### config.mk
export PLATFORM = sky130hd
export DESIGN_NAME = dmem_arbiter_flat
export DESIGN_NICKNAME = d
export VERILOG_FILES = /design/src/rtl/dmem_arbiter_if.sv /design/src/rtl/dmem_arbiter.sv /design/src/flat_wrapper.sv
export SDC_FILE = /design/constraint.sdc
export NUM_CORES = 1
export LEC_CHECK = 0
export BUFFER_PORTS_ARGS = -buffer_cell sky130_fd_sc_hd__buf_2
export CAP_MARGIN = 25
export CORE_AREA = 5 5 234 236
export DETAILED_ROUTE_END_ITERATION = 10
export DIE_AREA = 0 0 239 241
export SLEW_MARGIN = 0
export SYNTH_ARGS = -nofsm -noshare
export SYNTH_HDL_FRONTEND = slang
export SYNTH_SLANG_ARGS = --single-unit
### constraint.sdc
create_clock -name clk -period 1.7 [get_ports clk]
set_clock_uncertainty 0.15 [all_clocks]
set_input_delay 0.085 -clock clk [delete_from_list [all_inputs] [get_ports clk]]
set_output_delay 0.085 -clock clk [all_outputs]
set_load 0.005 [all_outputs]
### src/rtl/dmem_arbiter_if.sv
`default_nettype none
// ============================================================================
// Module      : dmem_arbiter_if
// Description : Bus bundle for dmem_arbiter. It carries the core load/store
//               port, the external (loader/debug) port, the data-memory port
//               and the stall statistics output.
//               The slave modport is the arbiter's view of the bus.
//               The master modport is the view of the surrounding environment.
// Revision    : 1.0 - initial release
// ============================================================================
interface dmem_arbiter_if #(
  parameter int DATA_W = 64,
  parameter int ADDR_W = 64
);
  // core load/store port
  logic              core_req;
  logic              core_wen;
  logic [ADDR_W-1:0] core_addr;
  logic [DATA_W-1:0] core_wdata;
  logic [DATA_W-1:0] core_rdata;
  logic              core_ready;
  // external port
  logic              ext_req;
  logic              ext_wen;
  logic [ADDR_W-1:0] ext_addr;
  logic [DATA_W-1:0] ext_wdata;
  logic [DATA_W-1:0] ext_rdata;
  logic              ext_ack;
  // data memory port
  logic [ADDR_W-1:0] mem_addr;
  logic              mem_wen;
  logic              mem_ren;
  logic [DATA_W-1:0] mem_wdata;
  logic [DATA_W-1:0] mem_rdata;
  // statistics
  logic [31:0]       stall_cnt;

  modport slave (
    input  core_req, core_wen, core_addr, core_wdata,
    input  ext_req, ext_wen, ext_addr, ext_wdata,
    input  mem_rdata,
    output core_rdata, core_ready,
    output ext_rdata, ext_ack,
    output mem_addr, mem_wen, mem_ren, mem_wdata,
    output stall_cnt
  );

  modport master (
    output core_req, core_wen, core_addr, core_wdata,
    output ext_req, ext_wen, ext_addr, ext_wdata,
    output mem_rdata,
    input  core_rdata, core_ready,
    input  ext_rdata, ext_ack,
    input  mem_addr, mem_wen, mem_ren, mem_wdata,
    input  stall_cnt
  );
endinterface
`default_nettype wire

### src/rtl/dmem_arbiter.sv
`default_nettype none
// ============================================================================
// Module      : dmem_arbiter
// Description : Arbitrates the single-port data memory between the core
//               load/store port and an external port.
//               Writes complete with zero wait in the issue cycle.
//               Reads take two cycles: issue, then return.
//               A wait counter bounds starvation of the external port.
//               Optional macro DMEM_ARB_STATS_EN enables the core stall-cycle
//               counter on stall_cnt. Without the macro, stall_cnt is tied to
//               zero.
// Revision    : 1.0 - initial release
// ============================================================================
module dmem_arbiter #(
  parameter int DATA_W   = 64,
  parameter int ADDR_W   = 64,
  parameter int MAX_WAIT = 4
) (
  input  logic          clk,
  input  logic          rst,
  dmem_arbiter_if.slave bus
);

  // MAX_WAIT = 0 still needs a one-bit counter so the compare stays legal.
  localparam int                WCNT_W     = (MAX_WAIT > 0) ? $clog2(MAX_WAIT + 1) : 1;
  localparam logic [WCNT_W-1:0] C_WAIT_MAX = WCNT_W'(MAX_WAIT);

  localparam logic [1:0] S_IDLE    = 2'd0;
  localparam logic [1:0] S_RD_CORE = 2'd1;
  localparam logic [1:0] S_RD_EXT  = 2'd2;

  logic [1:0]        r_state;
  logic [1:0]        w_state_nxt;
  logic [WCNT_W-1:0] r_wait_cnt;
  logic [DATA_W-1:0] r_core_rdata;
  logic [DATA_W-1:0] r_ext_rdata;
  logic              w_ext_win;
  logic              w_core_win;
  logic              w_core_ready;

  // Winner selection, meaningful only in IDLE: ext wins when starved or uncontested
  assign w_ext_win  = (r_state == S_IDLE) && bus.ext_req &&
                      ((r_wait_cnt == C_WAIT_MAX) || !bus.core_req);
  assign w_core_win = (r_state == S_IDLE) && bus.core_req && !w_ext_win;

  // State register
  always_ff @(posedge clk) begin
    if (rst) begin
      r_state <= S_IDLE;
    end else begin
      r_state <= w_state_nxt;
    end
  end

  // Next state: reads go through a one-cycle return state, writes stay in IDLE
  always_comb begin
    w_state_nxt = S_IDLE;
    case (r_state)
      S_IDLE: begin
        if (w_ext_win && !bus.ext_wen) begin
          w_state_nxt = S_RD_EXT;
        end else if (w_core_win && !bus.core_wen) begin
          w_state_nxt = S_RD_CORE;
        end
      end
      default: w_state_nxt = S_IDLE;
    endcase
  end

  // Outputs: winner drives memory in IDLE; RD states forward mem_rdata to the owner
  always_comb begin
    bus.mem_addr    = '0;
    bus.mem_wdata   = '0;
    bus.mem_wen     = 1'b0;
    bus.mem_ren     = 1'b0;
    w_core_ready    = 1'b0;
    bus.ext_ack     = 1'b0;
    bus.core_rdata  = r_core_rdata;
    bus.ext_rdata   = r_ext_rdata;
    if (rst) begin
      bus.core_rdata = '0;
      bus.ext_rdata  = '0;
    end else begin
      case (r_state)
        S_IDLE: begin
          if (w_ext_win) begin
            bus.mem_addr  = bus.ext_addr;
            bus.mem_wdata = bus.ext_wdata;
            bus.mem_wen   = bus.ext_wen;
            bus.mem_ren   = !bus.ext_wen;
            bus.ext_ack   = bus.ext_wen;
          end else if (w_core_win) begin
            bus.mem_addr  = bus.core_addr;
            bus.mem_wdata = bus.core_wdata;
            bus.mem_wen   = bus.core_wen;
            bus.mem_ren   = !bus.core_wen;
            w_core_ready  = bus.core_wen;
          end
        end
        S_RD_CORE: begin
          w_core_ready   = 1'b1;
          bus.core_rdata = bus.mem_rdata;
        end
        S_RD_EXT: begin
          bus.ext_ack   = 1'b1;
          bus.ext_rdata = bus.mem_rdata;
        end
        default: ;
      endcase
    end
  end

  assign bus.core_ready = w_core_ready;

  // Capture returned read data so each requester sees it until its next read
  always_ff @(posedge clk) begin
    if (rst) begin
      r_core_rdata <= '0;
      r_ext_rdata  <= '0;
    end else if (r_state == S_RD_CORE) begin
      r_core_rdata <= bus.mem_rdata;
    end else if (r_state == S_RD_EXT) begin
      r_ext_rdata <= bus.mem_rdata;
    end
  end

  // Starvation counter: counts IDLE-cycle losses by ext, holds during reads
  always_ff @(posedge clk) begin
    if (rst) begin
      r_wait_cnt <= '0;
    end else if (r_state == S_IDLE) begin
      if (bus.ext_req && !w_ext_win) begin
        if (r_wait_cnt != C_WAIT_MAX) begin
          r_wait_cnt <= r_wait_cnt + WCNT_W'(1);
        end
      end else begin
        r_wait_cnt <= '0;
      end
    end
  end

`ifdef DMEM_ARB_STATS_EN
  logic [31:0] r_stall_cnt;

  // Count every cycle the core is requesting without completing; wraps naturally
  always_ff @(posedge clk) begin
    if (rst) begin
      r_stall_cnt <= '0;
    end else if (bus.core_req && !w_core_ready) begin
      r_stall_cnt <= r_stall_cnt + 32'd1;
    end
  end

  assign bus.stall_cnt = r_stall_cnt;
`else
  assign bus.stall_cnt = '0;
`endif

endmodule
`default_nettype wire

### src/flat_wrapper.sv
// flat-port wrapper written by rule: the top's interface ports become plain ports
module dmem_arbiter_flat 
#(
  parameter int DATA_W   = 64,
  parameter int ADDR_W   = 64,
  parameter int MAX_WAIT = 4
)
  (clk, rst, bus_core_req, bus_core_wen, bus_core_addr, bus_core_wdata, bus_ext_req, bus_ext_wen, bus_ext_addr, bus_ext_wdata, bus_mem_rdata, bus_core_rdata, bus_core_ready, bus_ext_rdata, bus_ext_ack, bus_mem_addr, bus_mem_wen, bus_mem_ren, bus_mem_wdata, bus_stall_cnt);
  dmem_arbiter_if #(.DATA_W(DATA_W), .ADDR_W(ADDR_W)) bus_i ();
  input  logic clk;
  input  logic rst;
  input wire logic [$bits(bus_i.core_req)-1:0] bus_core_req;
  input wire logic [$bits(bus_i.core_wen)-1:0] bus_core_wen;
  input wire logic [$bits(bus_i.core_addr)-1:0] bus_core_addr;
  input wire logic [$bits(bus_i.core_wdata)-1:0] bus_core_wdata;
  input wire logic [$bits(bus_i.ext_req)-1:0] bus_ext_req;
  input wire logic [$bits(bus_i.ext_wen)-1:0] bus_ext_wen;
  input wire logic [$bits(bus_i.ext_addr)-1:0] bus_ext_addr;
  input wire logic [$bits(bus_i.ext_wdata)-1:0] bus_ext_wdata;
  input wire logic [$bits(bus_i.mem_rdata)-1:0] bus_mem_rdata;
  output wire logic [$bits(bus_i.core_rdata)-1:0] bus_core_rdata;
  output wire logic [$bits(bus_i.core_ready)-1:0] bus_core_ready;
  output wire logic [$bits(bus_i.ext_rdata)-1:0] bus_ext_rdata;
  output wire logic [$bits(bus_i.ext_ack)-1:0] bus_ext_ack;
  output wire logic [$bits(bus_i.mem_addr)-1:0] bus_mem_addr;
  output wire logic [$bits(bus_i.mem_wen)-1:0] bus_mem_wen;
  output wire logic [$bits(bus_i.mem_ren)-1:0] bus_mem_ren;
  output wire logic [$bits(bus_i.mem_wdata)-1:0] bus_mem_wdata;
  output wire logic [$bits(bus_i.stall_cnt)-1:0] bus_stall_cnt;
  assign bus_i.core_req = bus_core_req;
  assign bus_i.core_wen = bus_core_wen;
  assign bus_i.core_addr = bus_core_addr;
  assign bus_i.core_wdata = bus_core_wdata;
  assign bus_i.ext_req = bus_ext_req;
  assign bus_i.ext_wen = bus_ext_wen;
  assign bus_i.ext_addr = bus_ext_addr;
  assign bus_i.ext_wdata = bus_ext_wdata;
  assign bus_i.mem_rdata = bus_mem_rdata;
  assign bus_core_rdata = bus_i.core_rdata;
  assign bus_core_ready = bus_i.core_ready;
  assign bus_ext_rdata = bus_i.ext_rdata;
  assign bus_ext_ack = bus_i.ext_ack;
  assign bus_mem_addr = bus_i.mem_addr;
  assign bus_mem_wen = bus_i.mem_wen;
  assign bus_mem_ren = bus_i.mem_ren;
  assign bus_mem_wdata = bus_i.mem_wdata;
  assign bus_stall_cnt = bus_i.stall_cnt;
  dmem_arbiter #(.DATA_W(DATA_W), .ADDR_W(ADDR_W), .MAX_WAIT(MAX_WAIT)) u_core (.clk(clk), .rst(rst), .bus(bus_i));
endmodule
## After elaboration in Yosys (flattened, before gate mapping)

Index checks and enable logic that the tools add are counted.

| operators by class | value |
|---|---|
| reductions and logical operators | 16 |
| mux-type cells | 30 |
| bitwise operators | 1 |
| add/sub/neg operators | 1 |
| equality and inequality tests | 5 |

Operators by type and width:

| cell | number |
|---|---|
| two-way mux 64 bit | 12 |
| two-way mux 1 bit | 13 |
| logical AND 1 bit | 7 |
| two-way mux 3 bit | 2 |
| zero test 1 bit | 4 |
| case mux 1 bit (2 select lines) | 2 |
| adder 3 x 1 -> 3 bit (second input constant) | 1 |
| equality test 3 bit (second input constant) | 1 |
| != test 3 bit (second input constant) | 1 |
| OR reduction 3 bit | 1 |
| equality test 2 x 1 -> 1 bit (second input constant) | 1 |
| equality test 2 bit (second input constant) | 1 |
| zero test 2 bit | 1 |
| two-way mux 2 bit | 1 |
| != test 2 bit (second input constant) | 1 |
| AND reduction 2 bit | 1 |
| OR reduction 2 bit | 1 |
| logical OR 1 bit | 1 |
| NOT 1 bit | 1 |

| word-level totals | value |
|---|---|
| word-level logic and storage cells | 58 |
| register bits after elaboration | 133 |
| bits of input ports | 326 |

## Logic depth before layout (Yosys ltp)

Gate-level depths: netlist of the first run.

| logic depth | value |
|---|---|
| depth after elaboration | 9 |
| mapped depth | 7 |
| depth with buffers taken out | 5 |

## Worst setup path before layout of the first run

OpenSTA, ideal clock, no wires.

| timing path | value |
|---|---|
| kind | flip-flop to output port |
| start | reg u_core.r_wait_cnt[0] |
| end | out bus_mem_wdata[54] |
| arrival time | 1.464 ns |
| data required time | 1.465 ns |
| path buffers | 2 |
| stages on the path, launching flop included | 8 |
| setup slack | 0.001 ns |
| cell sequence | dfxtp_1 > inv_1 > ha_1 > a21boi_1 > nand3b_1 > buf_2 > buf_2 > o22ai_1 |

| on the way | value |
|---|---|
| cells in the longest elaborated chain, start to end | 9 |

Ends and longest elaborated chain:

| element | line | source |
|---|---|---|
| start: declaration | dmem_arbiter.sv:34 | `logic [WCNT_W-1:0] r_wait_cnt;` |
| start signal: assignment | dmem_arbiter.sv:134 | `r_wait_cnt <= r_wait_cnt + WCNT_W'(1);` |
| equality test 3 bit (*) | dmem_arbiter.sv:43 | `((r_wait_cnt == C_WAIT_MAX) \|\| !bus.core_req);` |
| logical OR 1 bit (*) | dmem_arbiter.sv:43 |  |
| logical AND 1 bit (*) | dmem_arbiter.sv:42 | `assign w_ext_win = (r_state == S_IDLE) && bus.ext_req &&` |
| zero test 1 bit | dmem_arbiter.sv:44 | `assign w_core_win = (r_state == S_IDLE) && bus.core_req && !w_ext_win;` |
| logical AND 1 bit | dmem_arbiter.sv:44 |  |
| two-way mux 64 bit | dmem_arbiter.sv:92 | `end else if (w_core_win) begin` |
| two-way mux 64 bit (*) | dmem_arbiter.sv:86 | `if (w_ext_win) begin` |
| two-way mux 64 bit (*) | dmem_arbiter.sv:84 | `case (r_state)` |
| two-way mux 64 bit (*) | dmem_arbiter.sv:80 | `if (rst) begin` |
| end: declaration | flat_wrapper.sv:28 | `output wire logic [$bits(bus_i.mem_wdata)-1:0] bus_mem_wdata;` |

Mark *: on every way between the ends. The rest lies on a longest branch, timed or not.

## Worst setup path in the final report of the first run

| timing path | value |
|---|---|
| start | reg u_core.r_wait_cnt[0] |
| end | out bus_mem_addr[57] |

| on the way | value |
|---|---|
| cells in the longest elaborated chain, start to end | 9 |

Ends and longest elaborated chain:

| element | line | source |
|---|---|---|
| equality test 3 bit (*) | dmem_arbiter.sv:43 |  |
| logical OR 1 bit (*) | dmem_arbiter.sv:43 |  |
| logical AND 1 bit (*) | dmem_arbiter.sv:42 |  |
| zero test 1 bit | dmem_arbiter.sv:44 |  |
| logical AND 1 bit | dmem_arbiter.sv:44 |  |
| two-way mux 64 bit | dmem_arbiter.sv:92 |  |
| two-way mux 64 bit (*) | dmem_arbiter.sv:86 |  |
| two-way mux 64 bit (*) | dmem_arbiter.sv:84 |  |
| two-way mux 64 bit (*) | dmem_arbiter.sv:80 |  |
| end: declaration | flat_wrapper.sv:25 | `output wire logic [$bits(bus_i.mem_addr)-1:0] bus_mem_addr;` |

Marked as above.

==> impl_metrics.ini, run 1 <==
[run_status]
status = complete, but fails checks
violations = setup timing

[timing]
post-route-min-period_ns = 2.458
finalMaxSlewViolations = 0
layout_setup_ws_ns = -0.7581
worst_pin_slew_ns = 0.6198
rsz0062_at_grt = yes
hold_slack_ns = 0.08591
hold_viol = 0
fin_setup_tns_ns = -147.12
setup_violations = 275
finalCritPeriodShare_pct = 144.6
relSlewSlack_pct = 58.68
fmax_mhz = 406.8

[drt]
drcViolationCount = 0
vias_per_cell = 4.321
drtIter0Drc = 576
drtAntennaViolNets = 0
wire_per_inst_um = 20.69
vias = 11458
drt_first_pass_iters = 5
finalWirelength_um = 54870

[power_and_ir_drop]
p_seq_share_pct = 30.5
p_sw_share_pct = 32.51
p_comb_share_pct = 33.9
peakVddDrop_v = 0.0006666
p_int_mw = 7.136
leakage_nw = 8.064
p_sw_mw = 3.438
powerDensity_nw_per_um2 = 612.2
pwr-share-clk_pct = 35.6

[critical_path]
slowest_delay_ns = 0.33
critical_path_arrival_ns = 2.22
startpoint_type = flip-flop
ff2ff_path_depth = 16
path_class = reg -> out
crit_path_end_kind = output pin
crit_top_cell = buf_12
r2r-start = u_core.r_wait_cnt[0]$_SDFFE_PP0P_
critPathBufInv = 6
r2r_end = u_core.r_wait_cnt[0]$_SDFFE_PP0P_
critPathSlowestCell = dfxtp_2
cp_cell_sequence = inv_2 -> buf_12 -> ha_4 -> a21boi_2 -> nand3b_1 -> buf_6 -> buf_12 -> clkbuf_16 -> o22ai_4 -> buf_2
crit_family = buffers and inverters
rrSetupSlack_ns = -0.61
required_ns = 1.46
crit_fanout = 9

[cts]
cts_buffers = 17
cts_buffer_depth = 2
cts_sinks = 133
cts_tree = built
cts.clk_slew.worst_paths_ns = 0.07
root_buffer = clkbuf_16
ctsHtreeMaxLevel = 4
clock_latency_ns = 0.45

[synthesis]
ys.flop_type = dfxtp_1
syn_avg_cell_area_sq_um = 6.636
yosysWarnings = 0
synth_top_cells_by_count = nand2_1, a21oi_1, dfxtp_1, o22ai_1, buf_4
ys_seq_area_share_pct = 35.01
async_reset_ff_share_pct = 0
syn_inst = 1146
synth_area_leaders = dfxtp_1, nand2_1, a21oi_1
syn-cell-area_sq_um = 7605
synth.top_cell.area_share_pct = 35.01
synth_edf_count = 0
yosysMostFrequentCell = nand2_1
synth_top_cell_by_area = dfxtp_1
ys_ff_latch = 133
ys_types = 33

[place]
gp_congestion = 0.9341
portBuffers = 585
dp_hpwl_um = 38440

[floorplanning]
coreArea_sq_um = 52240
start_util_pct = 14.56
die_w_um = 239
die_y_um = 241
ios = 618
die_area_sq_um = 57600
num_rows = 84

[hold_path]
min_path_cells = 4
hold_class = in -> reg
holdCritStartpoint = rst
min_to = u_core.r_core_rdata[1]$_DFF_P_

[global_route]
antenna_found_initial = 16
grt_max_degree = 96
grt_pass1_wl_um = 68590
overflow = 0
grt_pass1_vias = 10652
grt_use_total_pct = 15.91

[final_layout]
drive_above_1_share_pct = 59.79
fin_nets = 2272
syn_to_final_growth_pct = 127.1

[run]
drv_cap = 0
==> per-stage QoR <==
stage	worst slack [ns]	utilization, %	cells	cell area, sq um	total power [mW]
CTS	-0.6675	28.17	2570	14710	10.05
finish	-0.7581	33.07	2652	17270	10.57
detailed placement	-0.4726	22.68	2430	11850	5.529
global placement	-0.4177	22.68	2430	11850	5.531
global route	-0.8250	33.05	2649	17270	11.02
floorplan	0.001384	-	1177	7721	4.302
==> final cells by class <==
| cell class | instances | area [sq um] |
|---|---|---|
| Clock buffer | 19 | 432.9 |
| Multi-Input combinational cell | 901 | 6193 |
| Tap cell | 688 | 860.8 |
| Antenna cell | 7 | 17.52 |
| Sequential cell | 133 | 2673 |
| Fill cell | 5387 | 34960 |
| Clock inverter | 13 | 147.6 |
| Timing Repair Buffer | 888 | 6937 |
| Inverter | 3 | 11.26 |
==> flip-flops by register name, summed over array words and instances, names as in the netlist <==
signal / count
u_core.r_core_rdata: 64
u_core.r_state: 2
u_core.r_wait_cnt: 3
u_core.r_ext_rdata: 64
==> worst register-to-register path: stages, from the launching register on <==
cell and delay, ns:
dfxtp_2 0.34, inv_2 0.05, buf_4 0.12, buf_4 0.12, buf_6 0.10, buf_6 0.10, buf_6 0.10, buf_4 0.12
buf_4 0.12, buf_4 0.12, buf_4 0.12, buf_4 0.12, buf_4 0.12, buf_4 0.12, buf_4 0.12, nand4_1 0.09
a21oi_2 0.07
==> layout by cell type, fill, tap and decap left out, drive strengths merged, types with 3 or more instances in the layout <==
| cell | instances |
|---|---|
| buf | 803 |
| nand2 | 517 |
| a21oi | 195 |
| dfxtp | 133 |
| o22ai | 128 |
| dlygate4sd3 | 68 |
| clkbuf | 34 |
| conb | 32 |
| inv | 8 |
| diode | 7 |
| o21ai | 5 |
| clkinvlp | 4 |
| nor2 | 3 |
| nand4 | 3 |
==> worst max path at each step <==
stage	from	end	slack [ns]	depth (start not counted)
finish	u_core.r_wait_cnt[0]$_SDFFE_PP0P_	bus_mem_addr[57]	-0.76	10
CTS	u_core.r_wait_cnt[0]$_SDFFE_PP0P_	u_core.r_wait_cnt[0]$_SDFFE_PP0P_	-0.67	17
floorplan	u_core.r_wait_cnt[0]$_SDFFE_PP0P_	bus_mem_wdata[54]	0.001	7
global route	u_core.r_wait_cnt[0]$_SDFFE_PP0P_	bus_mem_addr[57]	-0.82	10
global placement	u_core.r_wait_cnt[0]$_SDFFE_PP0P_	bus_mem_wdata[12]	-0.42	8
detailed placement	u_core.r_wait_cnt[0]$_SDFFE_PP0P_	bus_mem_wdata[12]	-0.47	8
==> power groups by stage <==
stage / Sequential, mW / Clock [mW] / Combinational (mW)
6_report: 3.23 / 3.77 / 3.58
3_5_place_dp: 3.29 / 0 / 2.24
3_3_place_gp: 3.29 / 0 / 2.24
2_1_floorplan: 3.29 / 0 / 1.02
5_1_grt: 3.23 / 4.01 / 3.78
4_1_cts: 3.22 / 3.89 / 2.95
==> what timing repair did <==
item,CTS,global route
pin swaps,44,186
hold buffers,66,2
buffers inserted,26,54
resized for setup,214,383
cloned,16,20
endpoints found under the hold margin,133,4
endpoints found under the setup margin,311,271
==> routing by layer <==
metal / part of all wire [%] / GRT usage, % / up-vias
li1: - / - / 5408
met4: 6.2 / 9.787 / 12
met3: 8.2 / 4.731 / 127
met1: 34 / 17.20 / 5349
met2: 51 / 27.46 / 562
met5: 0.15 / 0 / -
==> cell families after synthesis <==
kind of cell,synth area share [%]
and+or+nand+nor,27.41
AOI/OAI and AO/OA,24.81
buffers and inverters,12.39
DFF,35.01
adders and majority gates,0.3290
other,0.04931
Power figures use the tool's default switching activity.
==> inputs of run 2 (changes only) <==
--- a/config.mk
+++ b/config.mk
@@ -10,6 +10,7 @@
 export CORE_AREA = 5 5 234 236
 export DETAILED_ROUTE_END_ITERATION = 10
 export DIE_AREA = 0 0 239 241
+export RECOVER_POWER = 100
 export SLEW_MARGIN = 0
 export SYNTH_ARGS = -nofsm -noshare
 export SYNTH_HDL_FRONTEND = slang
==> run 2 against run 1 <==
Final area shrank 0.30%. Core utilization is 0.10 points lower. The run still ends with setup timing left. Non-clock buffer count did not move. Clock power about the same. Flip-flop and latch count unchanged. Via count up 0.24%. Register-to-register slack about the same.
==> impl_metrics.ini, run 2 (synthesis gave the netlist of run 1 again) <==
[timing]
setup_violations = 290
hold_slack_ns = 0.09027
fmax_mhz = 407.4
rsz0062_at_grt = yes
hold_viol = 0
finalCritPeriodShare_pct = 144.4
finalMaxSlewViolations = 0
worst_pin_slew_ns = 0.6198
layout_setup_ws_ns = -0.7549
post-route-min-period_ns = 2.455
relSlewSlack_pct = 58.68

[power_and_ir_drop]
peakVddDrop_v = 0.0006602
p_total_mw = 10.55
leakage_nw = 8.045
powerDensity_nw_per_um2 = 612.9

[run_status]
violations = setup timing
status = complete, but fails checks

[global_route]
grt_pass1_wl_um = 68590
overflow = 0
grt_pass1_vias = 10652
grt_max_degree = 96
antenna_found_initial = 16
grt_use_total_pct = 15.91

[critical_path]
timing.critical_path.from = u_core.r_wait_cnt[0]$_SDFFE_PP0P_
critical_path_arrival_ns = 2.22
crit_top_cell = buf_12
startpoint_type = flip-flop
crit_path_end_kind = output pin
r2r-start = u_core.r_wait_cnt[0]$_SDFFE_PP0P_
ff2ff_path_depth = 16
cp_cell_sequence = inv_2 -> buf_12 -> ha_4 -> a21boi_2 -> nand3b_1 -> buf_6 -> buf_12 -> clkbuf_16 -> o22ai_4 -> buf_2
required_ns = 1.46
path_class = reg -> out
critPathSlowestCell = dfxtp_2
slowest_delay_ns = 0.33
crit_fanout = 9

[final_layout]
fin_nets = 2272
top_regs = u_core.r_core_rdata x64, u_core.r_ext_rdata x64, u_core.r_wait_cnt x3
n_fill_cell = 5396
drive_above_1_share_pct = 59.63
syn_to_final_growth_pct = 126.4
final_common_cell = buf_2
final_cell_mix = buf_2, nand2_1, dfxtp_1, buf_4, a21oi_1

[cts]
clock_latency_ns = 0.44
root_buffer = clkbuf_16
cts_sinks = 133
cts.clk_slew.worst_paths_ns = 0.07
ctsHtreeMaxLevel = 4
cts_buffers = 17
cts_buffer_depth = 2
cts_tree = built

[drt]
drtIter0Drc = 605
vias_per_cell = 4.331
vias = 11485
finalWirelength_um = 54800
wire_per_inst_um = 20.66
drcViolationCount = 0
drt_first_pass_iters = 5
drtAntennaViolNets = 0

[floorplanning]
start_util_pct = 14.56
ios = 618
num_rows = 84
die_y_um = 241
die_area_sq_um = 57600
die_w_um = 239
coreArea_sq_um = 52240

[place]
portBuffers = 585
dp_hpwl_um = 38440
gp_congestion = 0.9341

[hold_path]
min_path_cells = 4
holdCritStartpoint = rst
hold_class = in -> reg

[run]
drv_cap = 0
run 2: layer usage:
metal  GRT usage [%]  part of all wire, %  up-vias
li1                -                    -     5412
met1           17.20                   34     5376
met2           27.46                   51      560
met3           4.731                  8.1      125
met4           9.787                  6.2       12
met5               0                 0.14        -
run 2: critical path: cells and delay by family (launching register included):
family	cells	cell delay, ns
buffers and inverters	6	0.86
DFF	1	0.33
AOI/OAI and AO/OA	2	0.24
and+or+nand+nor	1	0.20
adders and majority gates	1	0.13
run 2: timing repair:
| action | CTS | global route |
|---|---|---|
| gates cloned | 16 | 20 |
| pin swaps | 44 | 186 |
| endpoints found under the hold margin | 133 | 4 |
| hold buffers | 66 | 2 |
| buffers inserted | 26 | 54 |
| gates resized for setup | 214 | 383 |
| setup endpoints to repair | 311 | 271 |
run 2: area by class of cell:
type / instances / area, sq um / share of cell area, %
antenna: 7 / 17.52 / 0.1017
tap: 688 / 860.8 / 4.999
inverter: 3 / 11.26 / 0.06539
clock buffer: 19 / 432.9 / 2.514
timing repair buffer: 888 / 6888 / 40.00
multi-input combinational: 901 / 6190 / 35.94
clock inverter: 13 / 147.6 / 0.8574
sequential: 133 / 2673 / 15.52
run 2: worst paths after layout:
| check | endpoint | slack [ns] |
|---|---|---|
| worst max register to register | u_core.r_wait_cnt[0]$_SDFFE_PP0P_ | -0.61 |
| worst max-delay path | bus_mem_addr[57] | -0.75 |
| worst min-delay path | u_core.r_core_rdata[1]$_DFF_P_ | 0.09 |
| worst min register to register | u_core.r_core_rdata[50]$_DFF_P_ | 0.30 |
run 2: where the power goes:
part	leakage (nW)	total (mW)	internal (mW)	switching, mW
sequential	1.08	3.23	3.20	0.0276
combinational	6.69	3.57	1.75	1.82
clock	0.271	3.76	2.18	1.58
total	8.05	10.6	7.13	3.43
run 2: per-stage QoR:
step	std cells	setup slack, ns	utilization [%]	TNS, ns	area [sq um]
finish	2652	-0.7549	32.97	-151.45	17220
global placement	2430	-0.4177	22.68	-30.50	11850
detailed placement	2430	-0.4726	22.68	-36.33	11850
global route	2649	-0.8250	32.95	-177.19	17210
CTS	2570	-0.6675	28.17	-136.88	14710
floorplan	1177	0.001384	-	0	7721
==> inputs of run 3 (changes only) <==
--- a/config.mk
+++ b/config.mk
@@ -11,6 +11,7 @@
 export DETAILED_ROUTE_END_ITERATION = 10
 export DIE_AREA = 0 0 239 241
 export RECOVER_POWER = 100
+export SKIP_CTS_REPAIR_TIMING = 1
 export SLEW_MARGIN = 0
 export SYNTH_ARGS = -nofsm -noshare
 export SYNTH_HDL_FRONTEND = slang
==> run 3 against run 2 <==
The run still ends with setup timing left. Via count fell by 2.1%. Power down 0.77%. Register-to-register slack better by 0.63 ns. Critical path depth fell by 1. Cell count down 1.1%. Critical path type unchanged. Critical endpoint is now bus_mem_wdata[57]. Largest cell class unchanged. Largest power group unchanged.
==> impl_metrics.ini, run 3 (synthesis gave the netlist of run 1 again) <==
[place]
placed_area_sq_um = 11850
gp_congestion = 0.9341
portBuffers = 585
dp_hpwl_um = 38440
dpl.cell_count = 2430
dpl_worst_slack_ns = -0.4726

[critical_path]
critical_path_arrival_ns = 2.11
r2r-start = u_core.r_state[1]$_SDFF_PP0_
crit_path_end_kind = output pin
startpoint_type = flip-flop
rrSetupSlack_ns = 0.02
ff2ff_path_depth = 7
r2r_end = u_core.r_ext_rdata[6]$_SDFFE_PP0N_
required_ns = 1.46
crit_fanout = 8
path_class = reg -> out

[power_and_ir_drop]
p_sw_share_pct = 32.10
p_comb_share_pct = 33.5
peakVddDrop_v = 0.0006931
p_sw_mw = 3.363
powerDensity_nw_per_um2 = 631.5
p_seq_share_pct = 30.8
pwr-share-clk_pct = 35.7
leakage_nw = 7.476
p_total_mw = 10.47
p_int_mw = 7.112

[final_layout]
final_cell_mix = buf_2, nand2_1, a21oi_1, dfxtp_1, buf_4
seqCellArea_sq_um = 2671
n_fill_cell = 5494
multi_input_area_sq_um = 5737
syn_to_final_growth_pct = 118.1
fin_nets = 2245
final_common_cell = buf_2
drive_above_1_share_pct = 56.89
layoutNonFillerInstCount = 2623
utilization_pct = 31.75
top_regs = u_core.r_core_rdata x64, u_core.r_ext_rdata x64, u_core.r_wait_cnt x3
design_area_sq_um = 16590

[drt]
routed-wl-met3_um = 4201
drcViolationCount = 0
drt_first_pass_iters = 4
vias_per_cell = 4.287
top_layer = met5
drtAntennaViolNets = 0
m1WireLength_um = 19560
finalWirelength_um = 54160
drtIter0Drc = 526
met2_length_um = 27390
wire_per_inst_um = 20.65
vias = 11246

[global_route]
antenna_found_initial = 17
grt_pass1_wl_um = 62760
grt_pass1_vias = 9567
grt_use_total_pct = 14.56
grt_max_degree = 96
overflow = 0

[floorplanning]
ios = 618
die_y_um = 241
coreArea_sq_um = 52240
start_util_pct = 14.56
die_area_sq_um = 57600
num_rows = 84
die_w_um = 239

[timing]
fin_setup_tns_ns = -128.59
hold_slack_ns = 0.05102
fmax_mhz = 427.0
setup_violations = 260
relSlewSlack_pct = 65.10
post-route-min-period_ns = 2.342
rsz0062_at_grt = yes
hold_viol = 0
layout_setup_ws_ns = -0.6419
worst_pin_slew_ns = 0.5234
finalCritPeriodShare_pct = 137.8
finalMaxSlewViolations = 0

[run]
drv_cap = 0

[hold_path]
min_path_cells = 4
hold_class = in -> reg
holdCritStartpoint = rst
min_to = u_core.r_ext_rdata[0]$_SDFFE_PP0N_

[cts]
cts_tree = built
cts_buffers = 17
cts.clk_slew.worst_paths_ns = 0.07
ctsHtreeMaxLevel = 4
cts_buffer_depth = 2
clock_latency_ns = 0.45
cts_sinks = 133
root_buffer = clkbuf_16

[run_status]
status = complete, but fails checks
violations = setup timing
-- run 3: power groups by stage --
stage	registers, mW	logic, mW	clock network (mW)
2_1_floorplan	3.29	1.02	0
3_3_place_gp	3.29	2.24	0
3_5_place_dp	3.29	2.24	0
4_1_cts	3.22	2.24	3.89
5_1_grt	3.23	3.71	4.00
6_report	3.22	3.51	3.74
-- run 3: worst max-delay path by stage --
stage,slack [ns],start,endpoint,cells after the start
2_1_floorplan,0.001,u_core.r_wait_cnt[0]$_SDFFE_PP0P_,bus_mem_wdata[54],7
3_3_place_gp,-0.42,u_core.r_wait_cnt[0]$_SDFFE_PP0P_,bus_mem_wdata[12],8
3_5_place_dp,-0.47,u_core.r_wait_cnt[0]$_SDFFE_PP0P_,bus_mem_wdata[12],8
4_1_cts,-0.98,u_core.r_wait_cnt[0]$_SDFFE_PP0P_,bus_mem_wdata[12],8
5_1_grt,-0.72,u_core.r_state[1]$_SDFF_PP0_,bus_mem_addr[33],8
6_report,-0.64,u_core.r_wait_cnt[0]$_SDFFE_PP0P_,bus_mem_wdata[57],9
-- run 3: worst max-delay path, cell delays in order (launching register included) --
cell       delay [ns]
dfxtp_1          0.32
inv_2            0.08
ha_4             0.14
a21boi_2         0.05
nand3b_1         0.21
buf_12           0.19
clkbuf_16        0.18
buf_12           0.15
o22ai_4          0.20
buf_2            0.15
-- run 3: metal layers --
layer  GRT usage [%]  vias up
li1                -     5348
met1           16.28     5232
met2           25.08      536
met3           4.445      114
met4           7.487       16
met5               0        -
-- run 3: area by class of cell --
cell class	count	area share [%]
repair buffers	861	40.47
multi-input cells	901	34.59
inverters	3	0.06789
clock buffers	19	2.610
clock inverters	13	0.8902
flip-flops and latches	133	16.11
well taps	688	5.190
diodes	5	0.07544
